==> config.mk <==
export PLATFORM = sky130hd
export DESIGN_NAME = bypass_select_tracker
export DESIGN_NICKNAME = d
export VERILOG_FILES = /design/src/rtl/bypass_select_tracker.sv
export SDC_FILE = /design/constraint.sdc
export NUM_CORES = 1
export LEC_CHECK = 0
export BUFFER_PORTS_ARGS = -buffer_cell sky130_fd_sc_hd__clkbuf_2
export CAP_MARGIN = 20
export CORE_MARGIN = 1
export CORE_UTILIZATION = 45
export CTS_CLUSTER_SIZE = 12
export DETAILED_ROUTE_END_ITERATION = 12
export HOLD_SLACK_MARGIN = 0.1
export SLEW_MARGIN = 40
export SYNTH_ARGS = -nofsm -noshare
export SYNTH_HDL_FRONTEND = slang
export SYNTH_SLANG_ARGS = --single-unit
==> constraint.sdc <==
create_clock -name clk -period 3.4 [get_ports clk]
set_clock_uncertainty 0.2 [all_clocks]
set_input_delay 0 -clock clk [delete_from_list [all_inputs] [get_ports clk]]
set_output_delay 0 -clock clk [all_outputs]
set_load 0.02 [all_outputs]
==> src/rtl/bypass_select_tracker.sv <==
// rtl/bypass_select_tracker.sv - bypass select generator tracking in-flight producer tags
module bypass_select_tracker #(
  parameter int NUM_LANES       = 4,
  parameter int NUM_STAGES      = 2,
  parameter int NUM_CONSUMERS   = 4,
  parameter int NUM_OPERANDS    = 3,
  parameter int TAG_WIDTH       = 7,
  parameter int ZERO_TAG_BYPASS = 0,
  localparam int LANE_BITS  = (NUM_LANES > 1) ? $clog2(NUM_LANES) : 1,
  localparam int STAGE_BITS = (NUM_STAGES > 1) ? $clog2(NUM_STAGES) : 1,
  localparam int NOPS       = NUM_CONSUMERS * NUM_OPERANDS
) (
  input  logic                            clk,
  input  logic                            rst,
  input  logic                            stall,
  input  logic                            flush,
  input  logic [NUM_LANES-1:0]            prod_valid,
  input  logic [NUM_LANES*TAG_WIDTH-1:0]  prod_tag,
  input  logic [NOPS-1:0]                 cons_valid,
  input  logic [NOPS*TAG_WIDTH-1:0]       cons_tag,
  output logic [NOPS-1:0]                 sel_valid,
  output logic [NOPS*STAGE_BITS-1:0]      sel_stage,
  output logic [NOPS*LANE_BITS-1:0]       sel_lane,
  output logic                            multi_hit
);

  // The oldest stage is never compared against (its entries leave next cycle),
  // so only stages 0..NUM_STAGES-2 need storage.
  localparam int HELD = (NUM_STAGES > 1) ? NUM_STAGES - 1 : 1;

  logic [HELD-1:0][NUM_LANES-1:0]                       ent_valid;
  logic [HELD-1:0][NUM_LANES-1:0][TAG_WIDTH-1:0]        ent_tag;
  logic [NUM_STAGES-1:0][NUM_LANES-1:0]                 nxt_valid;
  logic [NUM_STAGES-1:0][NUM_LANES-1:0][TAG_WIDTH-1:0]  nxt_tag;

  logic [NOPS-1:0]            sel_valid_d;
  logic [NOPS*STAGE_BITS-1:0] sel_stage_d;
  logic [NOPS*LANE_BITS-1:0]  sel_lane_d;
  logic                       multi_hit_d;

  // Tag 0 is the hard-wired zero register unless bypassing it is enabled
  function automatic logic tag_ok(input logic [TAG_WIDTH-1:0] t);
    return (ZERO_TAG_BYPASS != 0) || (t != '0);
  endfunction

  // Occupancy of every stage during the next cycle: producers enter stage 0
  always_comb begin
    nxt_valid = '0;
    nxt_tag   = '0;
    for (int l = 0; l < NUM_LANES; l++) begin
      nxt_valid[0][l] = prod_valid[l];
      nxt_tag[0][l]   = prod_tag[l*TAG_WIDTH +: TAG_WIDTH];
    end
    for (int s = 1; s < NUM_STAGES; s++) begin
      nxt_valid[s] = ent_valid[s-1];
      nxt_tag[s]   = ent_tag[s-1];
    end
  end

  // Per-operand select; scanning oldest-to-youngest lets the youngest stage, lowest lane win
  always_comb begin
    sel_valid_d = '0;
    sel_stage_d = '0;
    sel_lane_d  = '0;
    for (int k = 0; k < NOPS; k++) begin
      for (int s = NUM_STAGES - 1; s >= 0; s--) begin
        for (int l = NUM_LANES - 1; l >= 0; l--) begin
          if (cons_valid[k] && nxt_valid[s][l] &&
              (nxt_tag[s][l] == cons_tag[k*TAG_WIDTH +: TAG_WIDTH]) &&
              tag_ok(nxt_tag[s][l])) begin
            sel_valid_d[k]                          = 1'b1;
            sel_stage_d[k*STAGE_BITS +: STAGE_BITS] = STAGE_BITS'(s);
            sel_lane_d[k*LANE_BITS +: LANE_BITS]    = LANE_BITS'(l);
          end
        end
      end
    end
  end

  // Duplicate live tag within one stage of the next-cycle set
  always_comb begin
    multi_hit_d = 1'b0;
    for (int s = 0; s < NUM_STAGES; s++) begin
      for (int a = 0; a < NUM_LANES; a++) begin
        for (int b = a + 1; b < NUM_LANES; b++) begin
          if (nxt_valid[s][a] && nxt_valid[s][b] &&
              (nxt_tag[s][a] == nxt_tag[s][b]) && tag_ok(nxt_tag[s][a])) begin
            multi_hit_d = 1'b1;
          end
        end
      end
    end
  end

  // Pipeline shift and select registers; reset > flush > stall
  always_ff @(posedge clk) begin
    if (rst) begin
      ent_valid <= '0;
      ent_tag   <= '0;
      sel_valid <= '0;
      sel_stage <= '0;
      sel_lane  <= '0;
      multi_hit <= 1'b0;
    end else if (flush) begin
      ent_valid <= '0;
      sel_valid <= '0;
      sel_stage <= '0;
      sel_lane  <= '0;
    end else if (!stall) begin
      for (int s = 0; s < HELD; s++) begin
        ent_valid[s] <= nxt_valid[s];
        ent_tag[s]   <= nxt_tag[s];
      end
      sel_valid <= sel_valid_d;
      sel_stage <= sel_stage_d;
      sel_lane  <= sel_lane_d;
      multi_hit <= multi_hit | multi_hit_d;
    end
  end

endmodule

==> run_results.csv, run 1 <==
group,metric,value,unit
run_status,outcome,"finished, final reports clean",
global_routing,grt_start_max_net_pins,30,
route,drt-total-wl,61900,um
placed_design,io_buffers,180,
timing,tns,0,ns
cells_and_area,fillers,2818,
route,vias_per_cell,6.46,
cells_and_area,antennaDiodeCount,0,
synth,ys_ff_latch,81,
timing,setup_violations,0,
clocking,hold_buffers,50,
synth,synth_area_per_cell,7.58,um^2
hold_path,hold_path_class,"in -> reg",
power_and_ir_drop,power_leakage,0.00455,uW
timing,rsz0062_at_grt,"false",
critical_path,crit_arrival,2.92,ns
global_routing,grt_pass1_vias,13600,
timing,finalCritPeriodShare,82.9,%
clocking,clock_path_buffers,2,
cells_and_area,area_growth,13.3,%
route,routedWlPerCell,27.6,um
placed_design,dpl.hpwl,40300,um
critical_path,critPathMaxFanout,29,
global_routing,globalRoute.totalOverflow,0,
critical_path,rr_worst_depth,8,
global_routing,gr-usage-all-layers,39.9,%
clocking,h-tree-depth,3,
clocking,insertion_delay,0.37,ns
critical_path,timing.rr.end,"sel_valid[9]$_SDFFE_PP0N_",
clocking,cts_sinks,81,
critical_path,crit_path_end_kind,"register",
synth,synthFlopType,"dfxtp_1",
synth,seq_area_frac_synth,12.1,%
timing,max_freq,355,MHz
route,ant_nets,0,
synth,synth_edf_count,0,
floorplanning,std_cell_rows,62,
timing,fin_ws,0.582,ns
clocking,cts_buffers,9,
floorplanning,die_h,174,um
synth,yosys.area.top_type_share,47.9,%
synth,syn_area,13400,um^2
floorplanning,fp.dieW,174,um
synth,async_reset_ff_share,0,%
floorplanning,coreArea,29000,um^2
timing,whs,0.128,ns
critical_path,critPathLaunch,"flush",
power_and_ir_drop,power.density,256,nW/um^2
route,drt-initial-drc-count,2017,
floorplanning,initial_core_util,46.1,%
global_routing,antenna_found_initial,2,
clocking,cts_setup_buffers,0,
clocking,clk_pin_slew_worst_paths,0.08,ns
clocking,cts_tree,"yes",
synth,ys.warnings.count,0,
floorplanning,io_pins,181,
timing,drv_slew,0,
timing,worst_slew_pin_slew,0.905,ns
placed_design,place.gp.congestion,0.967,
critical_path,cp-start-kind,"input port",
run,drv_cap,0,
clocking,cts_resized,0,
power_and_ir_drop,irDropWorstVdd,0.268,mV
synth,yosysTopAreaCell,"xnor2_1",
critical_path,cp.required,3.50,ns
timing,max_slew_margin,39.7,%
route,first_pass_iters,8,
timing,hold_viol_final,0,
critical_path,reg2reg_setup_slack,0.71,ns
floorplanning,die-area,30400,um^2
critical_path,reg2reg_from,"ent_tag[10]$_SDFFE_PP0P_",
timing,timing.final.crit_period,2.82,ns
synth,synthTopCellsByArea,"xnor2_1 48%, dfxtp_1 12%, nand4_1 9.6%, nor3_1 3.0%, clkbuf_1 2.7%",
critical_path,crit_type,"in -> reg",
clocking,root_buffer,"clkbuf_16",
placed_design,place_ws,0.781,ns
synth,syn_inst,1766,
power_and_ir_drop,total_power,3880,uW
cells_and_area,nets,1984,
critical_path,endpoint,"sel_lane[20]$_SDFFE_PP0N_",
global_routing,grt_pass1_wl,89700,um
route,vias,14500,
cells_and_area,drive_above_1_share,16.1,%
route,drcViolationCount,0,
synth,synth_nets,1898,
synth,ys_types,57,
kinds of logic after synthesis:
family	after synthesis	share of synthesized area, %
compound gates	164	8.53
xor+xnor	756	49.5
buf+inv	242	7.95
flops	81	12.1
mux	4	0.299
simple gates	519	21.6
routing by layer:
metal / up-vias / GRT usage (%) / wire, um
met5: - / 0 / 0
met3: 269 / 7.44 / 7350
met4: 0 / 26.7 / 4650
met2: 1137 / 60.6 / 26400
met1: 6937 / 51.2 / 23500
li1: 6131 / - / -
state kept, by name, indices dropped and copies added (netlist names):
signal     flops
ent_tag       28
ent_valid      4
multi_hit      1
sel_lane      24
sel_stage     12
sel_valid     12
worst min path at each step:
stage	startpoint	endpoint	slack, ns	depth (start not counted)
2_1_floorplan	prod_valid[0]	ent_valid[0]$_SDFFE_PP0N_	-0.06	2
3_3_place_gp	prod_valid[3]	ent_valid[3]$_SDFFE_PP0N_	0.20	3
3_5_place_dp	prod_valid[3]	ent_valid[3]$_SDFFE_PP0N_	0.22	3
4_1_cts	cons_valid[2]	sel_lane[4]$_SDFFE_PP0N_	0.10	5
5_1_grt	cons_valid[2]	sel_lane[4]$_SDFFE_PP0N_	0.16	5
6_report	cons_valid[2]	sel_lane[4]$_SDFFE_PP0N_	0.13	5
Yosys cell counts (all sizes together), types with 2 or more instances:
cell and n:
a211oi 2, nand4 205, a32o 8, clkbuf 98, or2 4, nand3 16, nand2 78, nor2b 4
nor2 47, a21o 4, o211ai 5, nor4 13, o21ai 34, or3 35, and4 7, o31ai 9
nor3 80, a21boi 2, buf 139, mux2i 4, xnor2 732, and2 4, o21bai 2, xor2 24
dfxtp 81, and3 11, or4 12, a22o 9, inv 5, a21oi 63, nand2b 2, o41ai 8
a22oi 7
critical path: stages:
cell and delay (ns):
dlygate4sd3_1 0.53, clkbuf_2 0.18, or2_2 0.55, nor2_2 0.54, nand2_1 0.59, nor4_1 0.35, a21oi_1 0.06, o21ai_0 0.11
placed cells by master, fill, tap and decap left out, drive strengths merged, types with 47 or more instances in the layout:
cell type    count
dfxtp           81
xnor2          732
dlygate4sd3     50
clkbuf         189
nor3            80
a21oi           63
nand2           78
nor2            47
nand4          205
buf             82
final cells by class:
cell class                      instances  area, um^2  share of cell area [%]
Inverter                                5        18.8                   0.124
Sequential cell                        81        1620                    10.7
Tap cell                              384         480                    3.17
Clock buffer                            9         225                    1.49
Timing Repair Buffer                  312        2030                    13.4
Clock inverter                          7        58.8                   0.388
Multi-Input combinational cell       1443       10700                    70.8
stage by stage:
step,std cells,area [um^2],utilization (%)
floorplan,1766,13400,-
detailed placement,2175,14400,49.6
global placement,2175,14400,49.6
CTS,2241,15200,52.3
global route,2241,15200,52.3
finish,2241,15200,52.3
power by group:
group / switching [uW] / total [uW] / internal (uW)
Clock: 544 / 1060 / 511
Sequential: 23.5 / 993 / 969
Combinational: 1070 / 1830 / 761
No activity file was read; power rests on OpenSTA's default activity.
==> run 2: changes to the inputs <==
Settings changed: PLACE_DENSITY set to 0.67.
Clock period 3.4 ns to 2.5 ns, I/O delays scaled along.
==> run_results.csv, run 2 (synthesis results as in run 1) <==
group,metric,value,unit
clocking,cts_tree,"yes",
floorplanning,std_cell_rows,62,
route,first_pass_iters,5,
cells_and_area,final_common_cell,"xnor2_1",
critical_path,endpoint,"sel_lane[3]$_SDFFE_PP0N_",
floorplanning,coreArea,29000,um^2
critical_path,reg2reg_setup_slack,0.04,ns
cells_and_area,fillers,2730,
clocking,clock_path_buffers,2,
clocking,h-tree-depth,3,
critical_path,crit_chain,"or4_1 -> o41ai_4 -> buf_6 -> buf_4 -> nor3_1 -> o211ai_1 -> nand2_1 -> a32o_1",
critical_path,critPathMaxFanout,9,
timing,finalCritPeriodShare,98.3,%
critical_path,critPathLaunch,"ent_tag[17]$_SDFFE_PP0P_",
critical_path,crit_type,"reg -> reg",
timing,max_freq,407,MHz
critical_path,worst_path_max_delay_cell,"or4_1",
route,routedWlPerCell,26.4,um
route,vias_per_cell,6.37,
route,drcViolationCount,0,
critical_path,slowest_delay,0.57,ns
floorplanning,die_h,174,um
clocking,clk_pin_slew_worst_paths,0.07,ns
global_routing,grt_start_max_net_pins,29,
power_and_ir_drop,power_leakage,0.00479,uW
floorplanning,fp.dieW,174,um
cells_and_area,utilization,53.7,%
clocking,cts_buffers,9,
timing,hold_viol_final,0,
cells_and_area,antennaDiodeCount,0,
cells_and_area,nets,2018,
cells_and_area,multiInputGateArea,10800,um^2
hold_path,hold_path_class,"in -> reg",
timing,worst_slew_pin_slew,0.619,ns
run,drv_cap,0,
timing,max_slew_margin,58.6,%
placed_design,place.gp.congestion,1.00,
global_routing,grt_pass1_wl,88600,um
placed_design,io_buffers,180,
cells_and_area,reg_top3,"ent_tag: 28 flops, sel_lane: 24 flops",
route,met2_length,25300,um
cells_and_area,largest_reg_flops,28,
route,routed-wl-met3,7940,um
cells_and_area,drive_above_1_share,18.7,%
route,drt-initial-drc-count,1945,
critical_path,worstSetupPathDepth,8,
global_routing,grt_pass1_vias,14000,
clocking,root_buffer,"clkbuf_16",
critical_path,rr_worst_depth,8,
critical_path,timing.rr.end,"sel_lane[3]$_SDFFE_PP0N_",
critical_path,cp_top_family,"compound AO/OA/AOI/OAI gates",
critical_path,crit_path_end_kind,"register",
timing,timing.final.crit_period,2.46,ns
critical_path,cp.required,2.56,ns
floorplanning,io_pins,181,
route,vias,14500,
clocking,insertion_delay,0.37,ns
floorplanning,die-area,30400,um^2
placed_design,dpl.hpwl,41200,um
cells_and_area,largest-register,"ent_tag",
route,wl_met1,22100,um
power_and_ir_drop,power.density,343,nW/um^2
global_routing,gr-usage-all-layers,39.0,%
route,drt-total-wl,60200,um
critical_path,crit_arrival,2.52,ns
cells_and_area,area_growth,16.4,%
cells_and_area,final_cell_mix,"732 x xnor2_1, 205 x nand4_1, 177 x clkbuf_2",
clocking,cts_sinks,81,
placed_design,placed_cells,2212,
route,ant_nets,0,
critical_path,reg2reg_from,"ent_tag[17]$_SDFFE_PP0P_",
critical_path,cp-start-kind,"register",
run_status,outcome,"finished, final reports clean",
global_routing,antenna_found_initial,0,
floorplanning,initial_core_util,46.1,%
timing,drv_slew,0,
cells_and_area,seq_area,1620,um^2
route,routed.top_layer,"met4",
global_routing,globalRoute.totalOverflow,0,
timing,setup_violations,0,
critical_path,path_buf_inv,2,
power_and_ir_drop,irDropWorstVdd,0.305,mV
cells_and_area,final-instance-count-excl-fill,2275,
run 2: what timing repair did:
action	CTS	global route
gates resized for setup	0	21
hold buffers	44	0
endpoints found under the hold margin	57	0
setup buffers	0	6
setup endpoints to repair	0	30
run 2: report_power, final:
| group | total (uW) | internal (uW) | switching (uW) |
|---|---|---|---|
| clock network | 1460 | 793 | 668 |
| logic | 2540 | 1080 | 1470 |
| registers | 1350 | 1320 | 28.7 |
run 2: worst min path at each step:
stage	slack [ns]	depth (start not counted)	endpoint	from
2_1_floorplan	-0.06	2	ent_valid[0]$_SDFFE_PP0N_	prod_valid[0]
3_3_place_gp	0.14	2	ent_tag[1]$_SDFFE_PP0P_	rst
3_5_place_dp	0.14	2	ent_tag[4]$_SDFFE_PP0P_	rst
4_1_cts	0.10	5	sel_lane[22]$_SDFFE_PP0N_	cons_valid[11]
5_1_grt	0.19	6	sel_lane[22]$_SDFFE_PP0N_	cons_valid[11]
6_report	0.13	6	sel_lane[22]$_SDFFE_PP0N_	cons_valid[11]
run 2: area by class of cell:
class,count,share of cell area [%]
inverters,5,0.121
well taps,384,3.08
clock buffers,9,1.45
flip-flops and latches,81,10.4
clock inverters,7,0.530
multi-input cells,1443,69.3
repair buffers,346,15.1
run 2: worst min-delay path, delay by kind of cell:
kind / cells / cell delay, ns
buf+inv: 2 / 0.24
compound gates: 2 / 0.23
simple gates: 2 / 0.20
run 2: metrics by stage:
| stage | hold slack, ns | worst slack, ns | setup TNS [ns] | total power, uW | area [um^2] |
|---|---|---|---|---|---|
| after floorplan | -0.0561 | 0.127 | 0 | 3110 | 13400 |
| after detailed placement | 0.143 | 0.0779 | 0 | 3770 | 14700 |
| after global placement | 0.142 | 0.109 | 0 | 3710 | 14700 |
| after global routing | 0.195 | -0.0252 | -0.0594 | 5520 | 15600 |
| final | 0.134 | 0.0435 | 0 | 5350 | 15600 |
| after CTS | 0.105 | 0.0187 | 0 | 5280 | 15500 |
run 2: routing by layer:
layer  vias to the layer above  GRT usage (%)
met4                         0           28.2
met5                         -              0
li1                       6204              -
met2                      1142           59.1
met1                      6833           47.6
met3                       321           10.2
